--- config.mk ---
export PLATFORM = sky130hd
export DESIGN_NAME = button_debouncer
export DESIGN_NICKNAME = d
export VERILOG_FILES = /design/src/rtl/button_debouncer.sv
export SDC_FILE = /design/constraint.sdc
export NUM_CORES = 1
export LEC_CHECK = 0
export CORE_AREA = 4 4 50 52
export CTS_CLUSTER_DIAMETER = 40
export CTS_CLUSTER_SIZE = 24
export DETAILED_ROUTE_END_ITERATION = 16
export DIE_AREA = 0 0 54 56
export GPL_ROUTABILITY_DRIVEN = 0
export PLACE_DENSITY = 0.74
export SLEW_MARGIN = 40
export SYNTH_ARGS = -nofsm -noshare
export SYNTH_HDL_FRONTEND = slang
export SYNTH_SLANG_ARGS = --single-unit
--- constraint.sdc ---
create_clock -name clk -period 2.45 [get_ports clk]
set_input_delay 0.6125 -clock clk [delete_from_list [all_inputs] [get_ports clk]]
set_output_delay 0.6125 -clock clk [all_outputs]
set_load 0.005 [all_outputs]
--- src/rtl/button_debouncer.sv ---
// button_debouncer: per-channel synchronizer, polarity normalisation and debounce FSM
// producing a glitch-free active-high level for a downstream edge detector.
module button_debouncer #(
    parameter int WIDTH           = 1,
    parameter int SYNC_STAGES     = 2,
    parameter int DEBOUNCE_CYCLES = 250000,
    parameter bit ACTIVE_LOW      = 1'b1
) (
    input  logic             clk,
    input  logic             reset,
    input  logic [WIDTH-1:0] raw_in,
    output logic [WIDTH-1:0] out,
    output logic [WIDTH-1:0] busy
);
    localparam int CW = $clog2(DEBOUNCE_CYCLES);
    localparam logic [CW-1:0] CNT_MAX = CW'(DEBOUNCE_CYCLES - 1);

    typedef enum logic [1:0] {S_LOW, S_RISE, S_HIGH, S_FALL} state_t;

    logic [SYNC_STAGES-1:0][WIDTH-1:0] sync_q;
    logic [WIDTH-1:0]                  s;

    // Reset loads the released level so no phantom press appears after reset.
    always_ff @(posedge clk) begin
        if (reset) sync_q <= {SYNC_STAGES{{WIDTH{ACTIVE_LOW}}}};
        else       sync_q <= {sync_q[SYNC_STAGES-2:0], raw_in};
    end

    assign s = sync_q[SYNC_STAGES-1] ^ {WIDTH{ACTIVE_LOW}};

    genvar g;
    generate
        for (g = 0; g < WIDTH; g++) begin : gen_ch
            state_t        state_q, state_d;
            logic [CW-1:0] cnt_q, cnt_d;

            always_ff @(posedge clk) begin
                if (reset) begin
                    state_q <= S_LOW;
                    cnt_q   <= '0;
                end else begin
                    state_q <= state_d;
                    cnt_q   <= cnt_d;
                end
            end

            always_comb begin
                state_d = state_q;
                cnt_d   = cnt_q;
                case (state_q)
                    S_LOW: begin
                        if (s[g]) begin
                            state_d = S_RISE;
                            cnt_d   = CW'(1);
                        end
                    end
                    S_RISE: begin
                        if (!s[g]) begin
                            state_d = S_LOW;
                            cnt_d   = '0;
                        end else if (cnt_q == CNT_MAX) begin
                            state_d = S_HIGH;
                            cnt_d   = '0;
                        end else begin
                            cnt_d = cnt_q + CW'(1);
                        end
                    end
                    S_HIGH: begin
                        if (!s[g]) begin
                            state_d = S_FALL;
                            cnt_d   = CW'(1);
                        end
                    end
                    S_FALL: begin
                        if (s[g]) begin
                            state_d = S_HIGH;
                            cnt_d   = '0;
                        end else if (cnt_q == CNT_MAX) begin
                            state_d = S_LOW;
                            cnt_d   = '0;
                        end else begin
                            cnt_d = cnt_q + CW'(1);
                        end
                    end
                    default: begin
                        state_d = S_LOW;
                        cnt_d   = '0;
                    end
                endcase
            end

            assign out[g]  = (state_q == S_HIGH) || (state_q == S_FALL);
            assign busy[g] = (state_q == S_RISE) || (state_q == S_FALL);
        end
    endgenerate
endmodule

==> flow_summary.toml <==
[clock_network]
clockBufferDepth = 2
cts_tree = "done"
root_buffer = "clkbuf_4"
clk_pin_slew_ns = 0.12
cts_buffers = 3
cts.repair.resized = 0
cts_hold_buf = 0
clock_latency_ns = 0.30
cts_htree_levels = 1
cts_sinks = 22
post_cts_buffers = 0

[layout]
layout_common_cells = "22 x dfxtp_1, 11 x nand2_1, 10 x nand3_1, 9 x o21ai_0, 7 x nor2_1"
drive_gt1_frac = 0.128
nets = 139
syn_to_final_growth_pct = 5.55
final_util = 0.576
final_common_cell = "dfxtp_1"
antennaDiodeCount = 0

[worst_setup_path]
cp-end-kind = "flop"
path_class = "flop to flop"
crit_fanout = 10
r2r_cells = 5
arrival_ns = 2.31
worstPathRequired_ns = 2.66
critPathLaunchType = "flop"

[routing]
wl_per_cell_um = 13.9
vias = 1003
drt_iter0_markers = 30
wirelength_um = 2240
route.detailed.drc = 0
viasPerCell = 6.23
ant_nets = 0
drt_first_pass_iters = 4

[die]
die-area_sq_um = 3020
die_w_um = 54
chipHeight_um = 56
core_sq_um = 2110
start_util = 0.546
row_count = 17
ioPinCount = 5

[timing]
maxSlewHeadroom = 0.627
hold_viol = 0
slew_violations = 0
period_share = 0.856
setup_viol = 0
worst_pin_slew_ns = 0.556
layout_min_cycle_time_ns = 2.10
grt_setup_unrepaired = "false"
clock_skew_ns = 0.00429
fmax_mhz = 477
fin_setup_tns_ns = 0

[yosys]
synth_adder_area_share = 0.0109
syn-instance-count = 131
synth-simple-area-share = 0.291
yosysUniqueCellTypes = 43
avgSynthCellArea_sq_um = 8.78
synth_top_family_by_area = "simple AND/OR/NAND/NOR gates"
ys_seq_area_frac = 0.383
synth_ff_type = "dfxtp_1"
synth.area.mux_share = 0.0348
synth_xor_area_frac = 0.0305
synth-compound-area-share = 0.198
synth.net_count = 135
synthArstFlopShare = 0
ys.warnings.count = 0
synth-edff-count = 0
synth_area_sq_um = 1150
synth_seq_cells = 22

[placement]
dp_hpwl_um = 1610
port_buffers = 4

[min_path]
hold_depth = 1
hold_path.class = "flop to flop"

[grt]
grt_use_total = 0.173
antenna_found_initial = 0
grt_max_degree = 16
grt_pass1_vias = 932
grt_pass1_wl_um = 4040
overflow = 0

[job]
maxCapViolCount = 0

[status]
status = "finished clean"

[power]
ir_drop_uv = 348
leakagePower_nw = 0.415
powerDensity_nw_per_um2 = 457
## final cells by class
| type | instances | area (sq um) |
|---|---|---|
| inverters | 3 | 11.3 |
| flip-flops and latches | 22 | 440 |
| well taps | 28 | 35.0 |
| fillers | 187 | 892 |
| clock buffers | 3 | 22.5 |
| repair buffers | 6 | 55.1 |
| multi-input cells | 99 | 649 |
## stage by stage
stage               instances  worst slack [ns]  power, mW  instance area, sq um  hold slack (ns)
finish                    161             0.353      0.554                  1210            0.443
floorplan                 131             0.476      0.391                  1150            0.389
detailed placement        158             0.350      0.401                  1190            0.410
global placement          158             0.379      0.400                  1190            0.402
CTS                       161             0.366      0.561                  1210            0.449
global route              161             0.286      0.576                  1210            0.461
## synth_stat cells, drive strengths merged (3+ instances only)
library cell  count  area [sq um]
dfxtp            22           440
nand2            11          41.3
o21ai            11          66.3
nand3            10          50.1
a21oi             9          56.3
nor2              7          26.3
or3               5          36.3
and3              4          25.0
clkbuf            4          15.0
mux2i             4          40.0
nand4             4          25.0
a31oi             3          18.8
buf               3          33.8
inv               3          11.3
xor2              3          26.3
## critical path: stages, from the launching register on
cell	delay (ns)
dfxtp_1	0.40
or4b_4	0.54
or3_4	0.43
o21ai_4	0.26
o21ai_0	0.15
a21bo_2	0.22
## where the power goes
| group | internal (mW) | switching, mW |
|---|---|---|
| logic | 0.0140 | 0.0154 |
| clock network | 0.0574 | 0.104 |
| registers | 0.360 | 0.00327 |
## final timing paths
kind	startpoint	end	slack (ns)
setup / recovery	gen_ch[0].cnt_q[4]	gen_ch[0].cnt_q[7]	0.35
hold / removal	sync_q[0]	sync_q[1]	0.44
setup reg to reg	gen_ch[0].cnt_q[4]	gen_ch[0].cnt_q[7]	0.35
hold reg to reg	sync_q[0]	sync_q[1]	0.44
## kinds of logic (layout without fill, tap and decap cells)
group | count (synthesis) | after routing
AO/OA/AOI/OAI | 32 | 32
AND/OR/NAND/NOR | 58 | 58
XOR/XNOR | 4 | 4
flip-flops | 22 | 22
adder cells (fa/ha/maj) | 1 | 1
multiplexers | 4 | 4
buffers and inverters | 10 | 12
## layer usage
layer,track usage,part of all wire
met5,0,0
met4,0.0641,0.012
met3,0.0268,0.044
met2,0.280,0.50
met1,0.224,0.44
## flip-flops by register name, indices dropped and copies added, names as in the netlist, named ones only
name            cells
gen_ch.state_q      1
gen_ch.cnt_q       18
sync_q              2
(Power assumes the default switching activity.)
